### src/rtl/counter_pkg.sv
// Shared constants and mode decoding for the programmable counter.
// Reserved mode encodings fall back to free-running behaviour.
package counter_pkg;

   localparam logic [1:0] MODE_FREE    = 2'b00;
   localparam logic [1:0] MODE_MODULO  = 2'b01;
   localparam logic [1:0] MODE_ONESHOT = 2'b10;

   localparam logic DIR_UP   = 1'b1;
   localparam logic DIR_DOWN = 1'b0;

   typedef enum logic [1:0] {
      STEP_FREE,
      STEP_MODULO,
      STEP_ONESHOT
   } step_kind_e;

   function automatic step_kind_e decode_mode(input logic [1:0] mode);
      step_kind_e kind;
      case (mode)
         MODE_MODULO:  kind = STEP_MODULO;
         MODE_ONESHOT: kind = STEP_ONESHOT;
         default:      kind = STEP_FREE;
      endcase
      return kind;
   endfunction

endpackage

### src/rtl/counter_prescaler.sv
// Prescaler producing a step tick every (presc+1) enabled clocks.
// The >= compare lets presc be lowered mid-run without stalling.
module counter_prescaler #(
   parameter int PRESC_W = 8
) (
   input  logic               clk,
   input  logic               reset,
   input  logic               en,
   input  logic               sync_clr,
   input  logic [PRESC_W-1:0] presc,
   output logic               tick
);

   logic [PRESC_W-1:0] pcnt_q;
   logic [PRESC_W-1:0] pcnt_d;

   assign tick = en && (pcnt_q >= presc);

   always_comb begin
      pcnt_d = pcnt_q;
      if (sync_clr) begin
         pcnt_d = '0;
      end else if (tick) begin
         pcnt_d = '0;
      end else if (en) begin
         pcnt_d = pcnt_q + PRESC_W'(1);
      end
   end

   always_ff @(posedge clk) begin
      if (reset) begin
         pcnt_q <= '0;
      end else begin
         pcnt_q <= pcnt_d;
      end
   end

endmodule

### src/rtl/prog_counter.sv
// Loadable up/down counter with prescaler and free-run, modulo and one-shot modes.
// Produces a registered one-cycle terminal-count pulse and a one-shot done level.
module prog_counter
   import counter_pkg::*;
#(
   parameter int WIDTH   = 26,
   parameter int PRESC_W = 8
) (
   input  logic               clk,
   input  logic               reset,
   input  logic               en,
   input  logic               clr,
   input  logic               load,
   input  logic [WIDTH-1:0]   load_val,
   input  logic               dir,
   input  logic [1:0]         mode,
   input  logic [WIDTH-1:0]   limit,
   input  logic [PRESC_W-1:0] presc,
   output logic [WIDTH-1:0]   out,
   output logic               tc,
   output logic               done
);

   logic [WIDTH-1:0] out_q;
   logic [WIDTH-1:0] out_d;
   logic             tc_q;
   logic             tc_d;
   logic             done_q;
   logic             done_d;
   logic             tick;
   logic [WIDTH-1:0] inc_val;
   logic [WIDTH-1:0] dec_val;

   counter_prescaler #(
      .PRESC_W (PRESC_W)
   ) u_prescaler (
      .clk      (clk),
      .reset    (reset),
      .en       (en),
      .sync_clr (clr | load),
      .presc    (presc),
      .tick     (tick)
   );

   assign inc_val = out_q + WIDTH'(1);
   assign dec_val = out_q - WIDTH'(1);

   // clr beats load beats a step; tc defaults low so it can only last one cycle
   always_comb begin
      out_d  = out_q;
      tc_d   = 1'b0;
      done_d = done_q;
      if (clr) begin
         out_d  = '0;
         done_d = 1'b0;
      end else if (load) begin
         out_d  = load_val;
         done_d = 1'b0;
      end else if (tick) begin
         case (decode_mode(mode))
            STEP_MODULO: begin
               if (dir == DIR_UP) begin
                  if (out_q >= limit) begin
                     out_d = '0;
                     tc_d  = 1'b1;
                  end else begin
                     out_d = inc_val;
                  end
               end else begin
                  if (out_q == '0) begin
                     out_d = limit;
                     tc_d  = 1'b1;
                  end else begin
                     out_d = dec_val;
                  end
               end
            end
            STEP_ONESHOT: begin
               if (!done_q) begin
                  if (dir == DIR_UP) begin
                     if ((out_q >= limit) || (inc_val == limit)) begin
                        out_d  = limit;
                        done_d = 1'b1;
                        tc_d   = 1'b1;
                     end else begin
                        out_d = inc_val;
                     end
                  end else begin
                     if ((out_q == '0) || (dec_val == '0)) begin
                        out_d  = '0;
                        done_d = 1'b1;
                        tc_d   = 1'b1;
                     end else begin
                        out_d = dec_val;
                     end
                  end
               end
            end
            default: begin
               if (dir == DIR_UP) begin
                  out_d = inc_val;
                  tc_d  = (out_q == '1);
               end else begin
                  out_d = dec_val;
                  tc_d  = (out_q == '0);
               end
            end
         endcase
      end
   end

   always_ff @(posedge clk) begin
      if (reset) begin
         out_q  <= '0;
         tc_q   <= 1'b0;
         done_q <= 1'b0;
      end else begin
         out_q  <= out_d;
         tc_q   <= tc_d;
         done_q <= done_d;
      end
   end

   assign out  = out_q;
   assign tc   = tc_q;
   assign done = done_q;

endmodule
### config.mk
export PLATFORM = sky130hd
export DESIGN_NAME = prog_counter
export DESIGN_NICKNAME = d
export VERILOG_FILES = /design/src/rtl/counter_pkg.sv /design/src/rtl/counter_prescaler.sv /design/src/rtl/prog_counter.sv
export SDC_FILE = /design/constraint.sdc
export NUM_CORES = 1
export LEC_CHECK = 0
export BUFFER_PORTS_ARGS = -buffer_cell sky130_fd_sc_hd__buf_2
export CORE_ASPECT_RATIO = 0.8
export CORE_MARGIN = 2
export CORE_UTILIZATION = 40
export DETAILED_ROUTE_END_ITERATION = 6
export PLACE_DENSITY = 0.71
export SYNTH_ARGS = -nofsm -noshare
export SYNTH_HDL_FRONTEND = slang
export SYNTH_SLANG_ARGS = --single-unit
### constraint.sdc
create_clock -name clk -period 3.4 [get_ports clk]
set_input_delay 0.68 -clock clk [delete_from_list [all_inputs] [get_ports clk]]
set_output_delay 0.68 -clock clk [all_outputs]
set_load 0.05 [all_outputs]
==> After elaboration in Yosys (flattened, before gate mapping) <==
Cells that the tools add are included.
W data, S select, Z words.
{ "word_totals": {"register_bits": 36, "in_bits": 68, "wordCells": 55, "output_inout_bits": 28} }
{ "classes": {"magnitude_cmp": 2, "mux": 25, "n_eq_ne": 7, "reduce_logical": 12, "bitwise": 2, "addsub": 3} }
{ "ops": {"columns": ["cell", "n"], "rows": [
  ["$mux W26", 10],
  ["$logic_not A26 Y1", 2],
  ["$pmux W26 S2", 1],
  ["$add A26 B1 Y26 const B", 1],
  ["$eq A26 B26 Y1", 1],
  ["$eq A26 B26 Y1 const B", 1],
  ["$ge A26 B26 Y1", 1],
  ["$sub A26 B1 Y26 const B", 1],
  ["$mux W1", 9],
  ["$add A8 B1 Y8 const B", 1],
  ["$ge A8 B8 Y1", 1],
  ["$mux W2", 3],
  ["$reduce_or A3 Y1", 2],
  ["$eq A2 B1 Y1 const B", 2],
  ["$eq A2 B2 Y1 const B", 2],
  ["$pmux W2 S2", 1],
  ["$reduce_and A2 Y1", 2],
  ["$reduce_or A4 Y1", 1],
  ["$ne A3 B3 Y1 const B", 1],
  ["$logic_or A1 B1 Y1", 2],
  ["$pmux W1 S2", 1],
  ["$reduce_bool A2 Y1", 1],
  ["$reduce_or A2 Y1", 1],
  ["$logic_and A1 B1 Y1", 1],
  ["2 further kinds", 2]
]} }

==> Longest topological paths before layout <==
{ "depth": {"word_depth": 9, "depth_mapped": 16, "depth_no_buf": 12} }

==> Cells and area by module <==
Synthesis repeated with hierarchy kept, for this count alone.
{ "hier_totals": {"hier_cells": 997, "hier_area_um2": 6736.5} }
{ "by_module_without_submodules": {"columns": ["module", "n_inst", "area_each_um2", "cells_per_inst", "seq_area_each_um2"], "rows": [
  ["prog_counter", 1, 6112.1, 933, 560.5],
  ["counter_prescaler", 1, 624.3, 64, 160.2]
]} }

==> Worst setup path after synthesis <==
OpenSTA, ideal clock, no wires.
{ "synth_path": {"path_kind": "reg-to-reg", "startpoint": "register out_q[1] (netlist: out[1])", "endpoint": "register out_q[16] (netlist: out[16])", "stages_incl_launch_ff": 14, "required_time_ns": 3.265, "period_less_slack_ns": 3.683, "t_arrival_ns": 3.547, "setup_ns": 0.135, "n_path_buf": 2, "setup_slack_ns": -0.283, "path_cell_list": "dfxtp_1 > ha_1 > nand4_2 > or3_1 > clkbuf_1 > o311ai_1 > o211a_1 > nand4_1 > and4b_1 > buf_4 > nand2_1 > and4_1 > o311ai_1 > o211ai_1"} }
{ "synth_between": {"elab_chain_cells": 9, "word_cells_on_any_way": 19, "cone_classes": "add/sub: 2; order compare: 1; eq/ne: 1; mux: 11; reduce/logical: 4"} }
{ "synth_rtl": {"columns": ["item", "line_no", "text"], "rows": [
  ["start: declaration", "prog_counter.sv:24", "logic [WIDTH-1:0] out_q;"],
  ["start signal: assignment", "prog_counter.sv:118", "out_q <= out_d;"],
  ["$add A26 B1 Y26 or $sub A26 B1 Y26 (tied branches)", "prog_counter.sv:45, prog_counter.sv:46", null],
  ["$eq A26 B26 Y1 or $logic_not A26 Y1 (tied branches)", "prog_counter.sv:81, prog_counter.sv:89", null],
  ["$logic_or A1 B1 Y1 (on tied branches)", "prog_counter.sv:81, prog_counter.sv:89", null],
  ["$mux W26 (on tied branches)", "prog_counter.sv:81, prog_counter.sv:89", null],
  ["$mux W26", "prog_counter.sv:80", "if (dir == DIR_UP) begin"],
  ["$mux W26", "prog_counter.sv:79", "if (!done_q) begin"],
  ["$pmux W26 S2 *", "prog_counter.sv:60", "case (decode_mode(mode))"],
  ["$mux W26 *", "prog_counter.sv:59", "end else if (tick) begin"],
  ["$mux W26 *", "prog_counter.sv:56", "end else if (load) begin"]
]} }
Every way passes the cells marked *; elsewhere a longest branch is shown, timed or not. The select of a mux whose other input is x is not followed.
A chain may end at the register's enable or synchronous reset.

==> Worst setup path in the final report <==
{ "layout_path": {"startpoint": "register out_q[0] (netlist: out[0])", "endpoint": "register out_q[7] (netlist: out[7])"} }
Same word-level chain as after synthesis.

==> results.ini <==
[run_status]
status = complete, but fails checks
violations = setup timing

[sta]
final_hold_viol_count = 0
period_minus_slack_ps = 3400
fin_ws_ps = -4.21
setup_violations = 1
fmax_mhz = 294
tightest_slew_ps = 685
drv_slew = 0
rsz0062_at_grt = yes
min_period_over_period_pct = 100
relSlewSlack_pct = 53.9
hold_ws_ps = 555
fin_setup_tns_ps = -4.21
skew_ps = 11.4

[synthesis]
synth_adder_area_share_pct = 7.83
ys_seq_area_share_pct = 11.3
synthFlopType = dfxtp_1
synth-seq-cells = 36
synth_edf_count = 0
synth_top_family_by_area = compound AO/OA/AOI/OAI gates
synth_area_leader_cell = dfxtp_1
synth.top_cells.by_count = 81 x nor2_1, 68 x nand2_1, 60 x a21oi_1
synthXorXnorAreaFrac_pct = 10.5
avgSynthCellArea_sq_um = 6.92
synth_compound_area_share_pct = 31.7
synth_cell_type_count = 87
synth.top_cell.area_share_pct = 11.3
synthCells = 924
yosys.area_share.simple_pct = 27.2
yosys-top-cells-area = dfxtp_1 11%, ha_1 7.8%, xnor2_1 6.0%
yosys_warnings = 0
syn-cell-area_sq_mm = 0.00639
synth_nets = 1032
synth_mux_area_share_pct = 2.66
synth_most_common_cell = nor2_1
ys_async_sr_fraction_pct = 0

[critical_path]
crit_type = flop to flop
crit_path_max_fanout = 6
critPathLaunchType = flop
arrival_ps = 3630
cp.required_ps = 3620
end_kind = flop

[cells_and_area]
stdcell_area_sq_mm = 0.00899
num_antenna_cells = 0
nFillCells = 1545
utilization_pct = 57.3
layout.area.seq_sq_um = 743
nNetsFinal = 1275
drive_gt1_share_pct = 33.6
multi_input_area_sq_mm = 0.00536
syn_to_final_growth_pct = 40.7

[power_and_ir_drop]
p_sw_share_pct = 44.1
p_leak_nw = 3.99
pwr-share-seq_pct = 20.4
comb_power_share_pct = 54.1
ir_worst_vdd_mv = 0.185
switchingPower_mw = 1.01
p_int_mw = 1.29
power_frac_clock_pct = 25.4
power.density_mw_per_mm2 = 256

[detailed_routing]
first_iter_violations = 1116
wl_per_cell_um = 23.2
num_vias = 8718
wl_mm = 32.1
drc = 0
drt-vias-per-instance = 6.30
postRouteAntennaNets = 0
drt-pass1-iter-count = 6

[grt]
grt_start_max_net_pins = 66
globalRouteOverflowTotal = 0
antenna_found_initial = 0
grt_pass1_vias = 7887
grt_use_total_pct = 36.1
grt_pass1_wl_mm = 46.7

[cts]
clk-insertion-delay-late_ps = 310
cts_tree = built
cts_made_buffers = 5
cts_sinks = 36
htreeDepth = 2
clk_pin_slew_ps = 70
clock-root-buffer = clkbuf_16
cts_hold_buffers = 0
cts_buffer_depth = 2

[placed_design]
post_dp_cell_area_sq_mm = 0.00838
gp_congestion = 1.04
dpl_worst_slack_ps = -501
dp_hpwl_mm = 25.0
portBuffers = 95

[run]
cap_violations = 0

[floorplanning]
rows = 41
fp.dieW_um = 145
die_y_um = 117
coreArea_sq_mm = 0.0157
ios = 96
initial_core_util_pct = 40.7
dieArea_sq_mm = 0.0170

[worst_hold_path]
holdCritPathClass = flop to flop

## cell type report
type                    instances  area share, %
repair buffers                314           24.8
flip-flops and latches         36           8.26
well taps                     215           2.99
clock buffers                   5           1.39
clock inverters                 3          0.473
multi-input cells             752           59.6
inverters                      58           2.48
## state kept, by name (all words and copies together) (netlist names)
name,cells
u_prescaler.pcnt_q,8
tc,1
done,1
out,26
## power groups by stage
stage / combinational (mW) / sequential (mW) / clock, mW
3_5_place_dp: 1.14 / 0.473 / 0
2_1_floorplan: 0.610 / 0.516 / 0
5_1_grt: 1.31 / 0.470 / 0.597
6_report: 1.24 / 0.470 / 0.585
3_3_place_gp: 1.14 / 0.474 / 0
4_1_cts: 1.15 / 0.465 / 0.578
## final timing paths
check | endpoint | slack [ps] | start | depth (start not counted)
hold reg to reg | u_prescaler.pcnt_q[0] | 550 | u_prescaler.pcnt_q[0] | 2
hold / removal | u_prescaler.pcnt_q[0] | 550 | u_prescaler.pcnt_q[0] | 2
setup / recovery | out[7] | -4 | out[0] | 16
setup reg to reg | out[7] | -4 | out[0] | 16
## per-stage QoR
step / total power [mW] / std cells
floorplan: 1.13 / 924
global placement: 1.61 / 1359
finish: 2.30 / 1383
detailed placement: 1.61 / 1359
CTS: 2.19 / 1367
global route: 2.38 / 1383
## layout by cell type, fill, tap and decap left out, types with 5 or more instances in the layout
| cell | instances |
|---|---|
| xor2_1 | 30 |
| nor4_1 | 8 |
| and4_1 | 8 |
| buf_4 | 205 |
| clkbuf_16 | 6 |
| ha_1 | 36 |
| mux2i_1 | 16 |
| o221ai_1 | 18 |
| buf_2 | 94 |
| nand2b_1 | 7 |
| o21ai_0 | 54 |
| and3_1 | 9 |
| a21o_1 | 6 |
| o2bb2ai_1 | 5 |
| o21a_1 | 6 |
| inv_1 | 55 |
| buf_6 | 8 |
| a22oi_1 | 8 |
| a21oi_1 | 57 |
| nand2_1 | 67 |
| dfxtp_1 | 24 |
| nor3b_1 | 6 |
| or3_1 | 10 |
| nand4_1 | 26 |
| a31oi_1 | 16 |
| nor2_1 | 80 |
| nor3_1 | 29 |
| xnor2_1 | 43 |
| o22ai_1 | 10 |
| dfxtp_2 | 9 |
| o21ai_1 | 6 |
| buf_12 | 5 |
| nand3_1 | 36 |
| o211ai_1 | 20 |
| a211oi_1 | 12 |
## what timing repair did
action                                  4_1_cts  5_1_grt
endpoints found under the setup margin       26       27
pin swaps                                     1       31
cloned                                        0        1
setup buffers                                 0       15
gates resized for setup                      14       53
## cells by family (layout without fill, tap and decap cells)
kind of cell	after synthesis	in the layout
AOI/OAI and AO/OA	290	290
xor gates and xnor gates	75	75
adders and majority gates	40	40
buffers and inverters	136	380
DFF	36	36
muxes	17	17
and+or+nand+nor	330	330
## routing by layer
metal | global-route usage, % | up-vias | wire, um
met5 | 0 | - | 0
met4 | 9.87 | 0 | 983
met3 | 13.8 | 96 | 5040
met2 | 51.7 | 680 | 12500
met1 | 50.4 | 4006 | 13600
li1 | - | 3936 | -
## worst max-delay path: stages (launching register included)
cell	delay, ps
dfxtp_4	380
buf_12	130
clkinvlp_4	140
ha_4	330
xnor2_4	130
o2111a_1	220
nand4_1	140
nor4b_4	290
nand4_1	140
and4b_1	310
buf_6	160
a21oi_4	90
buf_6	130
nor3_4	240
buf_6	160
o221ai_2	80
a31oi_1	220
Note: power is estimated with default switching activity, not from simulation.
